===== config.mk =====
export PLATFORM = sky130hd
export DESIGN_NAME = line_gen_stream
export DESIGN_NICKNAME = d
export VERILOG_FILES = /design/src/rtl/line_gen_stream_pkg.sv /design/src/rtl/line_gen_stream_step.sv /design/src/rtl/line_gen_stream.sv
export SDC_FILE = /design/constraint.sdc
export NUM_CORES = 1
export LEC_CHECK = 0
export CORE_UTILIZATION = 59
export DETAILED_ROUTE_END_ITERATION = 10
export PLACE_DENSITY = 0.88
export SLEW_MARGIN = 5
export SYNTH_ARGS = -nofsm -noshare
export SYNTH_HDL_FRONTEND = slang
export SYNTH_SLANG_ARGS = --single-unit

===== constraint.sdc =====
create_clock -name clk -period 4.76 [get_ports clk]
set_input_delay 0.714 -clock clk [delete_from_list [all_inputs] [get_ports clk]]
set_output_delay 0.714 -clock clk [all_outputs]
set_load 0.1 [all_outputs]

===== src/rtl/line_gen_stream_pkg.sv =====
// Shared types for the Bresenham line streamer.
// State encoding and the per-step datapath bundle.
package line_pkg;

    localparam int DEF_COORD_W = 8;

    typedef enum logic {
        IDLE = 1'b0,
        RUN  = 1'b1
    } state_t;

    typedef struct packed {
        logic [DEF_COORD_W-1:0]   x;
        logic [DEF_COORD_W-1:0]   y;
        logic signed [DEF_COORD_W+1:0] err;
    } line_step_t;

endpackage


===== src/rtl/line_gen_stream_step.sv =====
// One Bresenham step: decides x/y moves from the
// doubled error term and returns the updated point.
module line_step #(
    parameter int COORD_W = 8
) (
    input  logic [COORD_W-1:0]        x,
    input  logic [COORD_W-1:0]        y,
    input  logic signed [COORD_W+1:0] err,
    input  logic signed [COORD_W:0]   dx,
    input  logic signed [COORD_W:0]   dy,
    input  logic                      sx_neg,
    input  logic                      sy_neg,
    output logic [COORD_W-1:0]        nx,
    output logic [COORD_W-1:0]        ny,
    output logic signed [COORD_W+1:0] nerr
);

    logic signed [COORD_W+2:0] e2;
    logic signed [COORD_W+2:0] dx3;
    logic signed [COORD_W+2:0] dy3;
    logic signed [COORD_W+1:0] dx2;
    logic signed [COORD_W+1:0] dy2;
    logic                      step_x;
    logic                      step_y;

    // Both moves are judged against the same e2 so a diagonal step is one cycle
    always_comb begin
        e2     = {err, 1'b0};
        dx3    = {{2{dx[COORD_W]}}, dx};
        dy3    = {{2{dy[COORD_W]}}, dy};
        dx2    = {dx[COORD_W], dx};
        dy2    = {dy[COORD_W], dy};
        step_x = (e2 >= dy3);
        step_y = (e2 <= dx3);
        nerr   = err + (step_x ? dy2 : '0) + (step_y ? dx2 : '0);
        nx     = x;
        ny     = y;
        if (step_x) nx = sx_neg ? x - 1'b1 : x + 1'b1;
        if (step_y) ny = sy_neg ? y - 1'b1 : y + 1'b1;
    end

endmodule


===== src/rtl/line_gen_stream.sv =====
// Bresenham line streamer: one segment in, every point
// out on a valid/ready stream with last flag and abort.
module line_gen_stream
    import line_pkg::*;
#(
    parameter int COORD_W = DEF_COORD_W
) (
    input  logic               clk,
    input  logic               rst_n,
    input  logic               in_valid,
    output logic               in_ready,
    input  logic [COORD_W-1:0] stax,
    input  logic [COORD_W-1:0] stay,
    input  logic [COORD_W-1:0] endx,
    input  logic [COORD_W-1:0] endy,
    input  logic               abort,
    output logic               out_valid,
    input  logic               out_ready,
    output logic [COORD_W-1:0] out_x,
    output logic [COORD_W-1:0] out_y,
    output logic               out_last,
    output logic               done,
    output logic               busy
);

    state_t state, state_nx;

    logic [COORD_W-1:0]        x, y, x1, y1;
    logic signed [COORD_W:0]   dx, dy;
    logic signed [COORD_W+1:0] err;
    logic                      sx_neg, sy_neg;

    logic [COORD_W-1:0]        nx, ny;
    logic signed [COORD_W+1:0] nerr;

    logic                      accept;
    logic                      hs;
    logic                      advance;

    logic [COORD_W-1:0]        ld_dxa, ld_dya;
    logic                      ld_xneg, ld_yneg;

    line_step #(.COORD_W(COORD_W)) u_step (
        .x      (x),
        .y      (y),
        .err    (err),
        .dx     (dx),
        .dy     (dy),
        .sx_neg (sx_neg),
        .sy_neg (sy_neg),
        .nx     (nx),
        .ny     (ny),
        .nerr   (nerr)
    );

    // State register
    always_ff @(posedge clk or negedge rst_n) begin
        if (!rst_n) state <= IDLE;
        else        state <= state_nx;
    end

    // Next state: abort beats a simultaneous last-point handshake
    always_comb begin
        state_nx = state;
        unique case (state)
            IDLE: if (in_valid && in_ready) state_nx = RUN;
            RUN: begin
                if (abort)                      state_nx = IDLE;
                else if (out_ready && out_last) state_nx = IDLE;
            end
            default: state_nx = IDLE;
        endcase
    end

    // Stream outputs and handshake qualifiers decoded from state
    always_comb begin
        out_valid = (state == RUN);
        busy      = (state != IDLE);
        out_last  = (state == RUN) && (x == x1) && (y == y1);
        out_x     = x;
        out_y     = y;
        accept    = (state == IDLE) && in_valid && in_ready;
        hs        = (state == RUN) && out_ready;
        advance   = hs && !abort && !out_last;
    end

    // Absolute deltas and directions of the offered segment
    always_comb begin
        ld_xneg = (endx < stax);
        ld_yneg = (endy < stay);
        ld_dxa  = ld_xneg ? stax - endx : endx - stax;
        ld_dya  = ld_yneg ? stay - endy : endy - stay;
    end

    // Operand registers: load on accept, step on non-final handshake
    always_ff @(posedge clk or negedge rst_n) begin
        if (!rst_n) begin
            x      <= '0;
            y      <= '0;
            x1     <= '0;
            y1     <= '0;
            dx     <= '0;
            dy     <= '0;
            err    <= '0;
            sx_neg <= 1'b0;
            sy_neg <= 1'b0;
        end else if (accept) begin
            x      <= stax;
            y      <= stay;
            x1     <= endx;
            y1     <= endy;
            dx     <= {1'b0, ld_dxa};
            dy     <= -$signed({1'b0, ld_dya});
            err    <= $signed({2'b00, ld_dxa}) - $signed({2'b00, ld_dya});
            sx_neg <= ld_xneg;
            sy_neg <= ld_yneg;
        end else if (advance) begin
            x      <= nx;
            y      <= ny;
            err    <= nerr;
        end
    end

    // Registered in_ready and end-of-segment pulse
    always_ff @(posedge clk or negedge rst_n) begin
        if (!rst_n) begin
            in_ready <= 1'b0;
            done     <= 1'b0;
        end else begin
            in_ready <= (state_nx == IDLE);
            done     <= hs && !abort && out_last;
        end
    end

endmodule

# Word-level counts from Yosys, hierarchy flattened
# Index checks and enable logic that the tools add are counted.
# Widths: inputs -> output; s select.
[totals]
register_bits = 64
latch_bits = 0
ramBits = 0
rom_bits = 0
inputBits = 37
wordCells = 67
mem_count = 0
[classes]
n_addsub = 12
n_mul = 0
div = 0
n_lt_le_gt_ge = 4
n_eq_ne = 2
n_shift = 0
muxes = 18
bitwise_logic = 2
reduce_logical = 17
[op_table]
columns = ["op", "n"]
rows = [
  ["$mux 8", 11],
  ["$sub 8x8->8", 4],
  ["$mux 10", 3],
  ["$add 10x10->10", 2],
  ["$add 8x1->8 const B", 2],
  ["$eq 8x8->1", 2],
  ["$lt 8x8->1", 2],
  ["$sub 8x1->8 const B", 2],
  ["$ge 11x9->1", 1],
  ["$le 11x9->1", 1],
  ["$logic_and 1x1->1", 10],
  ["$neg 8->9", 1],
  ["$sub 8x8->9", 1],
  ["$reduce_bool 2->1", 3],
  ["$reduce_and 2->1", 2],
  ["$mux 1", 3],
  ["$logic_not 1->1", 2],
  ["$not 1->1", 2],
  ["$pmux 1 s2", 1],
]

# Logic depth before layout (Yosys ltp)
# Gate-level depths: netlist (run 1).
[depth]
depth_word = 8
mapped_depth = 22
depth_no_buf = 21

# Modules after synthesis
# A second synthesis (run 1) with hierarchy kept.
[unflattened]
hier_cells = 723
area_unflattened_um2 = 6254.7
[by_module_without_submodules]
columns = ["mod", "n_inst", "cells_each", "area_per_inst_um2"]
rows = [
  ["line_gen_stream", 1, 502, 4396.7],
  ["line_step", 1, 221, 1858.0],
]

# Least setup slack after synthesis (run 1)
# No wires, ideal clock.
[synth_path]
path_type = "register to register"
startpoint = "register dy[8]"
endpoint = "register err[9]"
setup_time_ps = 129
t_arrival_ps = 3901
required_time_ps = 4631
slack_ps = 730
path_stages_with_launch = 22
path_buffers = 1
period_less_slack_ps = 4030
cell_sequence = "dfrtp_1 > inv_1 > ha_1 > a21o_1 > a211oi_1 > a22oi_1 > o2111ai_1 > and2_1 > clkbuf_1 > nor2_1 > fa_1 > ha_1 > inv_1 > fa_1 > nor2b_1 > o21a_1 > o31ai_1 > a21oi_1 > xor2_1 > xnor2_1 > mux2i_1 > nor3_1"
[synth_between]
elab_chain_len = 6
[synth_lines]
columns = ["element", "line_no", "rtl"]
rows = [
  ["start, declared", "line_gen_stream.sv:29", "logic signed [COORD_W:0] dx, dy;"],
  ["start signal, assigned", "line_gen_stream.sv:113", "dy <= -$signed({1'b0, ld_dya});"],
  ["$ge 11x9->1", "line_gen_stream_step.sv:33", "step_x = (e2 >= dy3);"],
  ["$mux 10 (*)", "line_gen_stream_step.sv:35", "nerr = err + (step_x ? dy2 : '0) + (step_y ? dx2 : '0);"],
  ["$add 10x10->10 (*) (2 in series)", "line_gen_stream_step.sv:35", ""],
  ["$mux 10 (*)", "line_gen_stream.sv:117", "end else if (advance) begin"],
  ["$mux 10 (*)", "line_gen_stream.sv:107", "end else if (accept) begin"],
  ["end signal, assigned", "line_gen_stream.sv:114", "err <= $signed({2'b00, ld_dxa}) - $signed({2'b00, ld_dya});"],
  ["end signal, assigned", "line_gen_stream.sv:120", "err <= nerr;"],
  ["end, declared", "line_gen_stream.sv:30", "logic signed [COORD_W+1:0] err;"],
]
# Mark *: on every way between the ends. The rest lies on a longest branch, timed or not. The select of a mux whose other input is x is not followed.
# A chain may end at the register's enable or synchronous reset.

# Final worst setup path (run 1)
[layout_path]
startpoint = "input port stay[1]"
endpoint = "register err[9]"
[layout_between]
elab_chain_len = 4
elab_cells_between_ends = 6
[layout_lines]
columns = ["element", "line_no", "rtl"]
rows = [
  ["start, declared", "line_gen_stream.sv:13", "input logic [COORD_W-1:0] stay,"],
  ["$sub 8x8->8 / $lt 8x8->1 (equally long branches)", "line_gen_stream.sv:92, line_gen_stream.sv:90", ""],
  ["$mux 8 (*)", "line_gen_stream.sv:92", "ld_dya = ld_yneg ? stay - endy : endy - stay;"],
  ["$sub 8x8->9 (*)", "line_gen_stream.sv:114", ""],
  ["$mux 10 (*)", "line_gen_stream.sv:107", ""],
]
# Mark *: on every way between the ends. The rest lies on a longest branch, timed or not.

==> reports/results.txt, run 1 <==
status - complete, no violations
CP delay by family, top - compound AO/OA/AOI/OAI gates
die area - 10600 um2
clock-pin slew on the worst setup and hold paths - 70 ps
Crit. End Element - flop
DP Wirelength - 12100 um
startpoint types - input pin
Max Freq - 225 MHz
VDD IR max - 0.000641 V
first-pass detailed-route iteration total - 5
routed len/inst - 17.3 um
Worst path slowest cell - clkdlybuf4s50_1
register area share after synthesis - 26.6%
PortBufs - 57
Post-Place Cells - 875
vias per std cell - 5.94
DRT iter0 DRCs - 282
Tmin final - 4440 ps
largest net degree at the start of global routing - 65
H-tree levels - 3
LEAKAGE - 3.28 nW
Synth-to-Final Area Change - 15.8%
DRC - 0
Setup Skew - 11.8 ps
worst slew pin tran - 990 ps
GRT Total Usage - 30.6%
unrepaired setup endpoints after global routing - false
CP required - 4980 ps
Ys Warns - 0
Antenna Nets Post-Route - 0
number of distinct library cells after synthesis - 64
period utilisation layout - 93.2%
initial core utilization - 61.2%
Main synth FF type - dfrtp_1
max-cap viol count - 0
IO Pins - 58
CTS tree - built
DP Area - 6740 um2
cts hold-fix bufs - 0
Slew HR - 33.8%
total gr overflow - 0
DR vias - 5290
Final Net Count - 883
crit path launch - stay[1]
Syn Nets - 823
asr flop ratio synth - 100%
cells along the critical path - clkdlybuf4s50_1 > inv_1 > fa_1 > a211oi_4 > o21ai_2 > nand2_1 > mux2i_2 > inv_1 > fa_1 > nor2b_1 > o21ai_0 > a21boi_0 > o21ai_0 > nand2b_1 > a21oi_1 > o21ai_1 > nor3_1
delay of the slowest cell on the worst path - 560 ps
Synth Instances - 693
CTS Root Cell - clkbuf_8
HP Class - reg -> reg
Finished Core Util - 70.9%
Clock Path Buffers - 2
Num CTS Buffers - 9
Post-Route WL - 15400 um
crit-path max FO - 5
non-filler cells, final - 891
first-pass GRT wire length - 24800 um
Worst R2R Start - dy[8]
Netlist Area Pre-Place - 6010 um2
number of antenna violations at the first check in global routing - 0
row count - 36
Pwr Density - 801 nW/um2
number of synthesized register bits - 64
Inserted Diodes - 0
Fin Setup TNS - 0 ps
final instance area - 6960 um2
Worst-Skew Late Latency - 350 ps
CP Data Arrival Time - 4660 ps
vias in the first global route - 5219
Core Box Area - 9820 um2
minimum hold slack - 505 ps
Slew Limit Fails - 0
Sink Count - 64
final setup vio count - 0
Crit Path Class - in -> reg
Die W - 103 um
worst hold start - dy[7]
GP Congestion - 0.998
Buf/Inv on CP - 3
Hold Violations, Final - 0
layout cell share with drive strength beyond 1 - 7.39%
Syn Area/Cell - 8.68 um2
Die Ht - 103 um
Post-synth EDFFs - 0
==> registers in the layout (all words and copies together) (netlist names) <==
| signal | flops |
|---|---|
| err | 10 |
| dy | 9 |
| dx | 8 |
| out_x | 8 |
| out_y | 8 |
| x1 | 8 |
| y1 | 8 |
| busy | 1 |
| done | 1 |
| in_ready | 1 |
| sx_neg | 1 |
| sy_neg | 1 |
==> synthesized netlist by cell type, drive strengths merged, types with 4 or more instances <==
| master | count | area, um2 |
|---|---|---|
| a21oi | 38 | 190 |
| o21a | 8 | 60.1 |
| nand2b | 11 | 68.8 |
| nand4 | 4 | 25.0 |
| xnor2 | 38 | 333 |
| fa | 16 | 320 |
| clkbuf | 16 | 60.1 |
| o221ai | 4 | 35.0 |
| mux2 | 8 | 97.6 |
| and3 | 5 | 32.5 |
| a21o | 14 | 105 |
| mux2i | 14 | 140 |
| o31ai | 5 | 42.5 |
| ha | 77 | 963 |
| nor4 | 5 | 46.3 |
| nor3 | 12 | 60.1 |
| and2 | 13 | 81.3 |
| a221o | 7 | 70.1 |
| dfrtp | 64 | 1600 |
| a31oi | 6 | 43.8 |
| o22ai | 9 | 56.3 |
| xor2 | 14 | 130 |
| nand2 | 79 | 297 |
| buf | 5 | 37.5 |
| nand3 | 4 | 20.0 |
| nor2 | 37 | 139 |
| o211ai | 4 | 30.0 |
| o21ai | 52 | 264 |
| inv | 77 | 289 |
| nor2b | 15 | 93.8 |
==> cell usage in the layout (no fill, tap or decap), types with 3 or more instances in the layout <==
| master | n |
|---|---|
| nand2_1 | 79 |
| inv_1 | 77 |
| ha_1 | 77 |
| dfrtp_1 | 64 |
| clkdlybuf4s50_1 | 55 |
| o21ai_0 | 47 |
| a21oi_1 | 38 |
| xnor2_1 | 38 |
| nor2_1 | 35 |
| fa_1 | 16 |
| nor2b_1 | 15 |
| a21o_1 | 14 |
| buf_4 | 14 |
| mux2i_1 | 13 |
| xor2_1 | 13 |
| and2_1 | 12 |
| nor3_1 | 12 |
| nand2b_1 | 11 |
| clkbuf_8 | 10 |
| o22ai_1 | 9 |
| o21a_1 | 8 |
| a221o_1 | 7 |
| mux2_2 | 6 |
| a31oi_1 | 5 |
| nor4_1 | 4 |
| o21ai_1 | 4 |
| nand3_1 | 4 |
| o211ai_1 | 4 |
| and3_1 | 4 |
| o31ai_1 | 4 |
| nand4_1 | 4 |
| o221ai_1 | 4 |
| nand3b_1 | 3 |
| or2_2 | 3 |
==> through the flow <==
stage / total power, W / setup slack, ps
6_report: 0.00558 / 322
3_3_place_gp: 0.00485 / 166
3_5_place_dp: 0.00503 / -111
4_1_cts: 0.00554 / 138
5_1_grt: 0.00603 / 44.6
2_1_floorplan: 0.00410 / 730
==> repair_timing <==
item | in CTS | in global routing
resized for setup | 0 | 6
setup buffers | 0 | 0
endpoints found under the hold margin | 0 | 0
endpoints found under the setup margin | 0 | 3
==> final timing paths <==
| path | end | depth (start not counted) | slack, ps |
|---|---|---|---|
| worst max register to register | err[9] | 20 | 340 |
| min in group asynchronous | y1[6] | 2 | 540 |
| worst min-delay path | dy[7] | 2 | 500 |
| max in group asynchronous | dx[2] | 2 | 3660 |
| worst min register to register | dy[7] | 2 | 500 |
| worst max-delay path | err[9] | 17 | 320 |
==> power by group <==
part	leakage, nW	switching, W	total [W]	internal, W
combinational	2.41	0.00236	0.00399	0.00163
sequential	0.768	0.000302	0.00110	0.000800
clock	0.0993	0.000226	0.000482	0.000256
total	3.28	0.00289	0.00558	0.00269
==> routing by layer <==
metal  part of all wire (%)  vias to the layer above  track usage, %
met2                     49                      193            52.2
met4                    2.1                        0            10.7
met5                      0                        -               0
met3                    5.5                       32            4.14
li1                       -                     2508               -
met1                     44                     2557            39.9
==> area by class of cell <==
| cell class | instances | area (um2) |
|---|---|---|
| Clock inverter | 5 | 56.3 |
| Timing Repair Buffer | 70 | 661 |
| Sequential cell | 64 | 1600 |
| Tap cell | 133 | 166 |
| Multi-Input combinational cell | 531 | 4050 |
| Inverter | 77 | 289 |
| Fill cell | 788 | 2860 |
| Clock buffer | 11 | 141 |
==> worst reg2reg max path, cell delays in order (launching register included) <==
cell and delay (ps):
dfrtp_1 380, inv_1 160, ha_1 280, a21o_1 180, a211oi_2 280, a22oi_1 150
o2111ai_1 180, and2_2 300, nor2_1 80, fa_1 490, ha_1 170, inv_1 50
fa_1 410, nor2b_1 130, o21a_1 140, o31ai_1 90, a21oi_1 170, xor2_1 200
xnor2_1 170, mux2i_1 250, nor3_1 70
==> cell families after synthesis <==
| family | after synthesis | share of synthesized area (%) |
|---|---|---|
| and+or+nand+nor | 198 | 16.0 |
| AOI/OAI and AO/OA | 166 | 17.9 |
| buffers and inverters | 98 | 6.43 |
| adders and majority gates | 93 | 21.4 |
| DFF | 64 | 26.6 |
| xor gates and xnor gates | 52 | 7.70 |
| muxes | 22 | 3.95 |
No activity file was read; power rests on OpenSTA's default activity.
==> inputs of run 2 (changes only) <==
Settings changed: MAX_ROUTING_LAYER set to met4.
==> run 2 against run 1 <==
Clock power up 22%. Total power grew 2.4%. Worst hold slack got worse by 6.2 ps. Flip-flop and latch count did not move. Sequential power hardly changed. Setup slack lost 85 ps. Routed wire length is 2.2% higher. Cell area grew 0.32%. Register-to-register slack got worse by 50 ps. Largest power group unchanged. Via count about the same. Fmax fell by 1.9%.
==> reports/results.txt, run 2 (synthesis gave the netlist of run 1 again) <==
status - complete, no violations (unchanged)
max reg flops - 10 (unchanged)
cts hold-fix bufs - 0 (unchanged)
CTS Root Cell - clkbuf_8 (unchanged)
Clock Path Buffers - 2 (unchanged)
Sink Count - 64 (unchanged)
HP Class - reg -> reg (unchanged)
DRC - 0 (unchanged)
Setup WS pre-CTS - -124 ps (was -111 ps)
non-filler cells, final - 889 (was 891)
GP Congestion - 0.966 (was 0.998)
Die Ht - 103 um (unchanged)
Design Power - 0.00571 W (was 0.00558 W)
number of antenna violations at the first check in global routing - 0 (unchanged)
period utilisation layout - 95.0% (was 93.2%)
Max Freq - 221 MHz (was 225 MHz)
H-tree levels - 3 (unchanged)
routing usage on met3 - 4.61% (was 4.14%)
die area - 10600 um2 (unchanged)
PortBufs - 57 (unchanged)
Final Net Count - 881 (was 883)
worst slew pin tran - 992 ps (was 990 ps)
unrepaired setup endpoints after global routing - false (unchanged)
Worst-Skew Late Latency - 350 ps (about the same)
Setup Skew - 12.6 ps (was 11.8 ps)
CP Data Arrival Time - 4710 ps (was 4660 ps)
Hold Violations, Final - 0 (unchanged)
final setup vio count - 0 (unchanged)
# resized after CTS - 0 (unchanged)
Slew Limit Fails - 0 (unchanged)
crit-path max FO - 5 (unchanged)
Worst path slowest cell - clkdlybuf4s50_1 (unchanged)
DP Area - 6730 um2 (was 6740 um2)
commonest non-fill, non-tap cell in the layout - nand2_1 (unchanged)
clock-pin slew on the worst setup and hold paths - 80 ps (was 70 ps)
cells along the critical path - clkdlybuf4s50_1 > ha_1 > inv_1 > fa_1 > a211oi_4 > o21ai_2 > nand2_1 > mux2i_2 > inv_1 > fa_1 > nor2b_1 > o21ai_0 > a21boi_0 > o21ai_0 > nand2b_1 > a21oi_1 > o21ai_1 > a31oi_1 (was clkdlybuf4s50_1 > inv_1 > fa_1 > a211oi_4 > o21ai_2 > nand2_1 > mux2i_2 > inv_1 > fa_1 > nor2b_1 > o21ai_0 > a21boi_0 > o21ai_0 > nand2b_1 > a21oi_1 > o21ai_1 > nor3_1)
Core Box Area - 9820 um2 (unchanged)
first-pass detailed-route iteration total - 6 (was 5)
Synth-to-Final Area Change - 16.2% (was 15.8%)
CP required - 4950 ps (was 4980 ps)
post-CTS setup buffers - 0 (unchanged)
CTS tree - built (unchanged)
Post-Route WL - 15800 um (was 15400 um)
LEAKAGE - 3.29 nW (was 3.28 nW)
initial core utilization - 61.2% (unchanged)
max-cap viol count - 0 (unchanged)
met1 Use GR - 40.4% (was 39.9%)
Top Usage Layer GRT - met2 (unchanged)
PnR worst setup slack - 237 ps (was 322 ps)
first-pass GRT wire length - 25000 um (was 24800 um)
DP Wirelength - 12400 um (was 12100 um)
startpoint types - input pin (unchanged)
total gr overflow - 0 (unchanged)
Tmin final - 4520 ps (was 4440 ps)
Pwr Density - 818 nW/um2 (was 801 nW/um2)
delay of the slowest cell on the worst path - 530 ps (was 560 ps)
Post-Place Cells - 873 (was 875)
IO Pins - 58 (unchanged)
Crit. End Element - flop (unchanged)
Antenna Nets Post-Route - 0 (unchanged)
Inserted Diodes - 0 (unchanged)
Biggest register - err (unchanged)
Num CTS Buffers - 9 (unchanged)
met2 Track Usage GR - 52.3% (was 52.2%)
DR vias - 5292 (was 5290)
Crit Path Class - in -> reg (unchanged)
Slew HR - 33.6% (was 33.8%)
layout cell share with drive strength beyond 1 - 7.01% (was 7.39%)
DRT iter0 DRCs - 388 (was 282)
vias per std cell - 5.95 (was 5.94)
routed len/inst - 17.8 um (was 17.3 um)
most frequent cells in the layout - nand2_1, inv_1, ha_1 (unchanged)
Die W - 103 um (unchanged)
vias in the first global route - 5261 (was 5219)
biggest regs - err: 10 flops, dy: 9 flops (unchanged)
GRT Total Usage - 31.9% (was 30.6%)
VDD IR max - 0.000694 V (was 0.000641 V)
row count - 36 (unchanged)
largest net degree at the start of global routing - 65 (unchanged)
final instance area - 6980 um2 (was 6960 um2)
==> run 2: cell types whose count changed in the layout (fill, tap and decap cells not counted), sizes merged <==
cell,previous run,this run
clkinv,3,1
buf,15,13
clkinvlp,1,2
clkbuf,11,9
inv,77,78
bufinv,1,3
==> run 2: cell type report <==
cell class	instances	area (um2)
clock buffers	9	124
repair buffers	68	646
clock inverters	7	119
well taps	133	166
flip-flops and latches	64	1600
multi-input cells	531	4040
fillers	757	2840
inverters	77	289
==> run 2: power breakdown <==
group          switching (W)  internal, W
combinational        0.00239      0.00163
sequential          0.000307     0.000799
clock               0.000240     0.000349
total                0.00294      0.00278
==> run 2: critical path: cells and delay by family <==
| kind | cells | cell delay [ps] |
|---|---|---|
| adders and majority gates | 3 | 1070 |
| muxes | 1 | 340 |
| AOI/OAI and AO/OA | 8 | 1410 |
| buffers and inverters | 3 | 680 |
| and+or+nand+nor | 3 | 480 |
==> run 2: stage by stage <==
step | setup TNS (ps) | hold WS (ps) | utilization (%)
floorplan | 0 | 418 | -
global placement | 0 | 469 | 68.5
detailed placement | -237 | 481 | 68.5
CTS | 0 | 497 | 71.0
global route | 0 | 526 | 71.1
finish | 0 | 499 | 71.1
==> run 2: final timing paths <==
| path | depth (start not counted) | from | to | slack, ps |
|---|---|---|---|---|
| worst max-delay path | 18 | stay[0] | err[8] | 240 |
| worst min-delay path | 2 | dy[2] | dy[2] | 500 |
| worst max register to register | 19 | dy[8] | err[7] | 290 |
| worst min register to register | 2 | dy[2] | dy[2] | 500 |
| max in group asynchronous | 2 | rst_n | dx[3] | 3670 |
| min in group asynchronous | 2 | rst_n | sy_neg | 540 |
==> run 2: metal layers <==
metal / vias up / wire (um)
met3: 53 / 843
met5: - / 0
met1: 2528 / 6830
met4: 0 / 458
li1: 2499 / -
met2: 212 / 7640
